**config.mk**
```make
export PLATFORM = sky130hd
export DESIGN_NAME = comp_multiplier
export DESIGN_NICKNAME = d
export VERILOG_FILES = /design/src/rtl/mult_pkg.sv /design/src/rtl/mult_control.sv /design/src/rtl/comp_multiplier.sv
export SDC_FILE = /design/constraint.sdc
export NUM_CORES = 1
export LEC_CHECK = 0
export CAP_MARGIN = 25
export CORE_ASPECT_RATIO = 1.75
export CORE_MARGIN = 2
export CORE_UTILIZATION = 50
export DETAILED_ROUTE_END_ITERATION = 12
export GPL_ROUTABILITY_DRIVEN = 0
export GPL_TIMING_DRIVEN = 0
export PLACE_DENSITY_LB_ADDON = 0.1
export SETUP_SLACK_MARGIN = 0.5
export SLEW_MARGIN = 0
export SYNTH_ARGS = -nofsm -noshare
export SYNTH_HDL_FRONTEND = slang
export SYNTH_SLANG_ARGS = --single-unit
```
**constraint.sdc**
```tcl
create_clock -name clk -period 5.8 [get_ports clk]
set_clock_uncertainty 0.15 [all_clocks]
set_input_delay 1.16 -clock clk [delete_from_list [all_inputs] [get_ports clk]]
set_output_delay 1.16 -clock clk [all_outputs]
set_load 0.005 [all_outputs]
```
**src/rtl/mult_pkg.sv**
```systemverilog
// Shared definitions for the shift-add multiplier: FSM encoding and default width.
package mult_pkg;

  localparam int unsigned DEFAULT_WIDTH = 32;

  typedef enum logic [1:0] {
    IDLE = 2'd0,
    CALC = 2'd1,
    DONE = 2'd2
  } mult_state_t;

endpackage

```
**src/rtl/mult_control.sv**
```systemverilog
// Sequencer for the shift-add multiplier: FSM plus iteration counter.
module mult_control
  import mult_pkg::*;
#(
  parameter int unsigned WIDTH = DEFAULT_WIDTH
) (
  input  logic clk,
  input  logic Reset,
  input  logic Run,
  input  logic Product_lsb,
  output logic Load_ctrl,
  output logic Add_ctrl,
  output logic SRL_ctrl,
  output logic Ready
);

  localparam int unsigned CNT_W = (WIDTH > 1) ? $clog2(WIDTH) : 1;

  mult_state_t      state, state_nxt;
  logic [CNT_W-1:0] cnt, cnt_nxt;

  // State and counter registers
  always_ff @(posedge clk or posedge Reset) begin
    if (Reset) begin
      state <= IDLE;
      cnt   <= '0;
    end else begin
      state <= state_nxt;
      cnt   <= cnt_nxt;
    end
  end

  // Next-state, counter update and datapath strobes
  always_comb begin
    state_nxt = state;
    cnt_nxt   = cnt;
    Load_ctrl = 1'b0;
    Add_ctrl  = 1'b0;
    SRL_ctrl  = 1'b0;
    unique case (state)
      IDLE, DONE: begin
        if (Run) begin
          Load_ctrl = 1'b1;
          cnt_nxt   = '0;
          state_nxt = CALC;
        end
      end
      CALC: begin
        SRL_ctrl = 1'b1;
        Add_ctrl = Product_lsb;
        cnt_nxt  = CNT_W'(cnt + CNT_W'(1));
        if (cnt == CNT_W'(WIDTH - 1)) begin
          state_nxt = DONE;
        end
      end
      default: state_nxt = IDLE;
    endcase
  end

  // Ready decodes the registered state, so it is glitch-free and only high in DONE
  assign Ready = (state == DONE);

endmodule

```
**src/rtl/comp_multiplier.sv**
```systemverilog
// Unsigned shift-add multiplier retiring one multiplier bit per clock.
module comp_multiplier
  import mult_pkg::*;
#(
  parameter int unsigned WIDTH = DEFAULT_WIDTH
) (
  input  logic               clk,
  input  logic               Reset,
  input  logic               Run,
  input  logic [WIDTH-1:0]   Multiplicand_in,
  input  logic [WIDTH-1:0]   Multiplier_in,
  output logic [2*WIDTH-1:0] Product_out,
  output logic               Ready
);

  logic [WIDTH-1:0]   mcand;
  logic [2*WIDTH-1:0] product;
  logic [WIDTH:0]     sum;
  logic               load_ctrl, add_ctrl, srl_ctrl;

  mult_control #(.WIDTH(WIDTH)) u_ctrl (
    .clk         (clk),
    .Reset       (Reset),
    .Run         (Run),
    .Product_lsb (product[0]),
    .Load_ctrl   (load_ctrl),
    .Add_ctrl    (add_ctrl),
    .SRL_ctrl    (srl_ctrl),
    .Ready       (Ready)
  );

  // Upper half plus (optionally) the multiplicand, keeping the carry-out
  always_comb begin
    sum = {1'b0, product[2*WIDTH-1:WIDTH]};
    if (add_ctrl) begin
      sum = sum + {1'b0, mcand};
    end
  end

  // Operand latch and product shift register; carry enters at the MSB
  always_ff @(posedge clk or posedge Reset) begin
    if (Reset) begin
      mcand   <= '0;
      product <= '0;
    end else if (load_ctrl) begin
      mcand   <= Multiplicand_in;
      product <= {{WIDTH{1'b0}}, Multiplier_in};
    end else if (srl_ctrl) begin
      product <= {sum, product[WIDTH-1:1]};
    end
  end

  assign Product_out = product;

endmodule

```
==> impl_results.md, run 1 <==
- Pre-CTS setup slack: around 2.4 ns
- Leading cell types by total area after synthesis: dfrtp_1 (43%), nand2_1 (13%), ha_1 (7.1%)
- Achievable clock frequency: between 200 and 300 MHz
- Combinational cell fraction of total power: 60.3%
- Warnings from Yosys: 0
- Die outline width: 86.6 um
- Clk_lat worst skew: roughly 0.35 ns
- Chip Height: about 150 um
- Most frequent cells in the layout: nand2_1 (210), clkdlybuf4s50_1 (131), dfrtp_1 (103), a21oi_1 (52), o21ai_0 (47)
- First-pass GRT wire length: 27800 um
- Cell internal pwr: 2.90 mW
- Total setup buffers inserted after CTS: 0
- Result of the run: finished clean
- Switching component of the power: 2.27 mW
- Area of all placed cells without fillers: approximately 0.0078 mm^2
- Total Nets Final: 940
- Total buffers and inverters traversed by the critical path: 0
- Hold path cells: 2
- Count of final setup violators: 0
- Critical hold path startpoint: mcand[4]
- Type of the worst setup path: reg -> reg
- Share of final-layout standard cells stronger than drive strength 1: 3.32%
- Crit-path slowest cell: dfrtp_1
- Sink of the worst hold path: mcand[4]
- Clock buffers created by TritonCTS: 9
- Worst path depth: 10
- Maximum net fanout on the critical path: 4
- Root cell of the clock tree: clkbuf_16
- Most common flop cell mapped by yosys: dfrtp_1
- Most common cell after layout, fill and taps aside: nand2_1
- Min cycle time layout: around 3.5 ns
- Detail Route Antenna Nets: 0
- Max Buffers Root-to-Sink: 2
- I/O Pins: 132
- Register-to-register setup slack: ~2.3 ns
- EDFF count, synth: 0
- Estimated wirelength of the detail-placed design: ~13000 um
- Period utilization: between 60% and 70%
- Req. time, crit path: 5.87 ns
- TritonCTS clock tree: done
- Family with the most delay on the worst path: compound AO/OA/AOI/OAI gates
- Number of design rule violations left after detail routing: 0
- Vias after detailed routing: approximately 5700
- Wirelength, routed: approximately 17000 um
- Maximum resistive drop on vdd: between 0.0003 and 0.0004 V
- Routed met1 length: 6610 um
- Switching Share: between 40% and 50%
- Area share of the largest cell type after synthesis: a little over two fifths
- Initial antenna violation count: 0
- Reg-to-reg critical path startpoint: Product_out[32]
- Clock-pin slew of the registers on the worst-case setup and hold paths: around 0.070 ns
- Overflow left after global routing: 0
- Depth of the most critical reg-to-reg path: 10
- Full die area: 0.0129 mm^2
- Class of the worst hold path: reg -> reg
- Max Used Layer: met4
- Total length of routed met3 wires: ~810 um
- Placed standard-cell area: 0.00748 mm^2
- Kind of launch point of the worst setup path: flip-flop
- # resized after CTS: 0
- Maximum number of pins on one net before global-route repair: 73
- Average wire per standard cell: 17.2 um
- H-tree levels: 3
- Setup repair after global routing missed its margin: false
- Share of the yosys chip area belonging to registers: ~43%
- Cts-stage hold buffer count: 0
- Slew headroom: approximately two fifths
- Diode count: 0
- Routed via count divided by cell count: approximately 5.8
- Cell-by-cell listing of the critical path: ha_1 > fa_1 > a21o_1 > a221oi_2 > o21ai_0 > a22o_1 > a31oi_2 > o311ai_1 > a221oi_1 > o21ai_0
- Power per cell area: 662 mW/mm^2
- Count of unique library cells instantiated by Yosys: 55
- Clock power frac: between 10% and 20%
- Critical Path Sink Type: flip-flop
- Total GRT Usage: between 20% and 30%
- Mapped Avg Cell Area: ~8.6 um^2
- Slowest stage delay, CP: around 0.43 ns
- Gate Count Post-Synth: 695
- Crit path DAT: 3.57 ns
- Layout overhead on the synthesized area: 30.6%
- Leakage: about 3.6 nW
- Crit path setup slack, layout: 2.30 ns
- Synthesis-stage register bit count: a little over 100
- Initial drt markers: 434
- Number of hold-slack violations in the final timing report: 0
- Endpoint of the lowest-slack register-to-register path: Product_out[63]
- Initial Util: 51.6%
- Sequential group share of total power: a little over a quarter
- Wire length on met2: 8650 um
- Number of slew-limit violations in the final report: 0
- Std-Cell Rows: between 50 and 60
- Reported max-cap violation count: 0
- Via count of the first global-routing pass: 5838
- First drt pass iteration count: 5
- Most Frequent Cell on Critical Path: o21ai_0
- Fraction of synthesis flops using an asynchronous set or reset pin: 100%
- Nets in the synthesized netlist: about 800
- Floorplan core area: between 0.01 and 0.015 mm^2
- Combined area of all synthesized cells: between 0.005 and 0.006 mm^2
- Total Negative Setup Slacks: 0 ns
- Buffers added on ports: between 100 and 150
- CTS sink cnt: between 100 and 150
- Library cell occupying the most area in the post-synthesis netlist: dfrtp_1
- Worst Max-Slew Pin Slew: approximately 0.87 ns
-- power groups by stage --
stage	logic, mW	registers [mW]	clock network (mW)
CTS	3.10	1.41	0.651
finish	3.12	1.41	0.640
global route	3.46	1.46	0.678
global placement	3.00	1.41	0
detailed placement	3.08	1.42	0
floorplan	2.05	1.35	0
-- worst min-delay path: cells and delay by family, from the launching register on --
| kind | cells | cell delay [ns] |
|---|---|---|
| and+or+nand+nor | 2 | 0.11 |
| DFF | 1 | 0.35 |
-- stage by stage --
step                      total power, mW  hold WS [ns]  std cells  utilization, %
after CTS                            5.16         0.338        978            67.3
after detailed placement             4.50         0.322        962            64.6
final                                5.17         0.334        978            67.3
after floorplan                      3.40         0.299        695               -
after global placement               4.40         0.315        961            64.3
after global routing                 5.60         0.365        978            67.3
-- flip-flops by register name (all words and copies together), names as in the netlist --
name	cells
u_ctrl.state	2
Product_out	64
u_ctrl.cnt	5
mcand	32
-- how the worst max path moves through the flow --
stage	start	endpoint	slack (ns)
after floorplan	Reset	Product_out[0]	1.79
after global routing	Product_out[32]	Product_out[63]	2.15
after global placement	Reset	Product_out[40]	0.29
after CTS	Product_out[32]	Product_out[63]	2.35
final	Product_out[32]	Product_out[63]	2.30
after detailed placement	Product_out[32]	Product_out[63]	2.38
-- area by class of cell --
class                   count  area (um^2)
fillers                  1021         3780
multi-input cells         548         3230
flip-flops and latches    103         2580
repair buffers            132         1340
clock buffers               9          225
well taps                 135          169
plain buffers              34          131
clock inverters             7         91.3
inverters                  10         40.0
-- routing by layer --
metal	global-route usage [%]	vias up
li1	-	2733
met1	31.8	2697
met2	47.0	199
met3	4.16	59
met4	14.6	0
met5	0	-
-- synthesized netlist by cell type, types with 2 or more instances --
library cell	number
a2111oi_0	2
a21o_1	15
a21o_2	2
a21oi_1	52
a221oi_1	3
a22o_1	5
a22oi_1	33
a31oi_1	9
a32oi_1	4
and2_1	2
and3_1	12
buf_1	8
clkbuf_1	25
dfrtp_1	103
ha_1	34
inv_1	10
mux2i_1	12
nand2_1	210
nand2b_1	5
nand3_1	6
nand4_1	5
nor2_1	25
nor2b_1	3
nor3_1	3
nor4_1	2
o21a_1	2
o21ai_0	47
o21bai_1	3
or3_1	2
or4_1	2
xnor2_1	22
xor2_1	4
-- kinds of logic (layout without fill, tap and decap cells) --
group | Yosys count | count (layout) | share of synthesized area [%]
fa+ha+maj | 35 | 35 | 7.46
simple gates | 279 | 279 | 19.3
mux | 12 | 12 | 2.01
xor+xnor | 26 | 26 | 3.81
buf+inv | 44 | 192 | 2.83
flops | 103 | 103 | 43.2
compound gates | 196 | 196 | 21.4
Note: power is estimated with default switching activity, not from simulation.
==> inputs of run 2 (changes only) <==
- clock period: 5.8 -> 3.7 ns (I/O delays scaled with it)
==> run 2 against run 1 <==
Compared with the run above:
- clock-buffer cell count unchanged
- critical path type unchanged
- core utilization increased by 0.72 points
- setup slack got worse by 1.8 ns
- critical path depth decreased by 1
- sequential power increased by 57%
- critical endpoint unchanged
- final cell count increased by 0.31%
- wire length increased by 3.3%
==> impl_results.md, run 2 (synthesis results as in run 1) <==
- Crit path DAT: 3.23 ns (-0.34 ns)
- Via count of the first global-routing pass: 5837 (-0.017%)
- Detail Route Antenna Nets: 0 (unchanged)
- Estimated wirelength of the detail-placed design: 13000 um (+1.5%)
- Buffers added on ports: 131 (unchanged)
- Number of slew-limit violations in the final report: 0 (unchanged)
- Crit. Startpoint: Product_out[42]
- Achievable clock frequency: 316 MHz (+11%)
- Initial Util: 51.6% (unchanged)
- Full die area: 0.0129 mm^2 (unchanged)
- Wirelength, routed: 17400 um (+3.3%)
- Period utilization: 85.4% (+25 points)
- Req. time, crit path: 3.77 ns (-2.10 ns)
- Clk_lat worst skew: 0.35 ns (about the same)
- CTS sink cnt: 103 (unchanged)
- Max Buffers Root-to-Sink: 2 (unchanged)
- Count of filler cells inserted in the layout: 942 (-7.7%)
- Endpoint of the lowest-slack register-to-register path: Product_out[63]
- Std-Cell Rows: 52 (unchanged)
- Reg-to-reg critical path startpoint: Product_out[42]
- Leakage: 3.60 nW (+0.73%)
- Die outline width: 86.6 um (unchanged)
- Min cycle time layout: 3.16 ns (-0.336 ns)
- Power per cell area: 1050 mW/mm^2 (+59%)
- End point of the critical path: Product_out[63]
- Total GRT Usage: 27.5% (+0.26 points)
- Depth of the most critical reg-to-reg path: 9 (-1)
- Total Negative Setup Slacks: 0 ns (unchanged)
- Total Power: 8.31 mW (+61%)
- Reported max-cap violation count: 0 (unchanged)
- Most frequent cells in the layout: nand2_1 (210), clkdlybuf4s50_1 (131), dfrtp_1 (103), a21oi_1 (52), o21ai_0 (46)
- Register-to-register setup slack: 0.54 ns (-1.76 ns)
- Multi-input gate area: 0.00327 mm^2 (+1.4%)
- Maximum number of pins on one net before global-route repair: 42 (-42%)
- Initial antenna violation count: 0 (unchanged)
- Number of design rule violations left after detail routing: 0 (unchanged)
- Count of final setup violators: 0 (unchanged)
- H-tree levels: 3 (unchanged)
- Type of the worst setup path: reg -> reg
- Layout overhead on the synthesized area: 32.0%
- Root cell of the clock tree: clkbuf_16
- Worst Max-Slew Pin Slew: 0.897 ns (+0.0273 ns)
- Setup repair after global routing missed its margin: true
- Floorplan core area: 0.0116 mm^2 (unchanged)
- Chip Height: 149 um (unchanged)
- I/O Pins: 132 (unchanged)
- Result of the run: finished clean
- Maximum net fanout on the critical path: 6 (+2)
- Critical Path Sink Type: flip-flop
- Number of hold-slack violations in the final timing report: 0 (unchanged)
- TritonCTS clock tree: done
- Slew headroom: 39.9% (-1.8 points)
- Routed via count divided by cell count: 5.92 (+1.8%)
- Class of the worst hold path: reg -> reg
- Overflow left after global routing: 0 (unchanged)
- Most common cell after layout, fill and taps aside: nand2_1
- Clock-pin slew of the registers on the worst-case setup and hold paths: 0.07 ns (about the same)
- First-pass GRT wire length: 28100 um (+1.0%)
- Average wire per standard cell: 17.7 um (+3.0%)
- Initial drt markers: 402 (-7.4%)
- Share of final-layout standard cells stronger than drive strength 1: 4.14% (+0.82 points)
- Flip-flop count of the largest register after layout: 64 (unchanged)
- Vias after detailed routing: 5806 (+2.1%)
- Area taken by flip-flops and latches: 0.00258 mm^2 (unchanged)
- Diode count: 0 (unchanged)
- Total Nets Final: 943 (+0.32%)
- Kind of launch point of the worst setup path: flip-flop
- Clock buffers created by TritonCTS: 9 (unchanged)
- First drt pass iteration count: 5 (unchanged)
- Maximum resistive drop on vdd: 0.000624 V (+88%)
-- run 2: area by class of cell --
| cell class | count | area share (%) |
|---|---|---|
| buffer | 34 | 1.67 |
| inverter | 10 | 0.524 |
| multi-input combinational | 548 | 41.5 |
| tap | 135 | 2.14 |
| sequential | 103 | 32.7 |
| clock inverter | 7 | 1.29 |
| timing repair buffer | 135 | 17.3 |
| clock buffer | 9 | 2.86 |
-- run 2: worst min path at each step --
stage	start	to	slack, ns	depth (start not counted)
global placement	mcand[23]	mcand[23]	0.31	2
global route	mcand[5]	mcand[5]	0.37	2
floorplan	u_ctrl.cnt[3]	u_ctrl.cnt[3]	0.30	1
finish	mcand[30]	mcand[30]	0.33	2
CTS	mcand[30]	mcand[30]	0.34	2
detailed placement	mcand[30]	mcand[30]	0.32	2
-- run 2: critical path: stages, from the launching register on --
cell and delay (ns):
dfrtp_1 0.45, ha_1 0.42, and2_1 0.20, a221oi_1 0.55, o21ai_2 0.16, a22o_1 0.27, a31oi_4 0.20, o311ai_2 0.20
a221oi_2 0.34, o21ai_0 0.11
-- run 2: per-layer routing --
| layer | wire (um) | global-route usage (%) | part of all wire [%] | vias up |
|---|---|---|---|---|
| met1 | 6590 | 32.3 | 38 | 2786 |
| li1 | - | - | - | 2744 |
| met2 | 9100 | 47.6 | 52 | 225 |
| met5 | 0 | 0 | 0 | - |
| met3 | 866 | 4.50 | 5.0 | 51 |
| met4 | 833 | 13.6 | 4.8 | 0 |
-- run 2: repair_timing --
action	CTS	global route
pin swaps	1	2
resized for setup	5	2
endpoints found under the setup margin	3	2
hold buffers	0	0
buffers inserted	1	1
endpoints found under the hold margin	0	0
-- run 2: through the flow --
step	instances	setup WS [ns]	hold slack, ns	cell area [um^2]	utilization, %
5_1_grt	981	0.438	0.366	7880	68.1
2_1_floorplan	695	0.739	0.299	5980	-
3_3_place_gp	961	0.258	0.315	7460	64.4
6_report	981	0.540	0.333	7880	68.1
3_5_place_dp	963	0.174	0.319	7500	64.7
4_1_cts	980	0.522	0.336	7860	67.9
-- run 2: power by group --
part | switching, mW | total (mW) | leakage [nW] | internal (mW)
clock network | 0.449 | 1.05 | 0.153 | 0.601
registers | 0.509 | 2.21 | 1.26 | 1.70
logic | 2.70 | 5.05 | 2.18 | 2.35
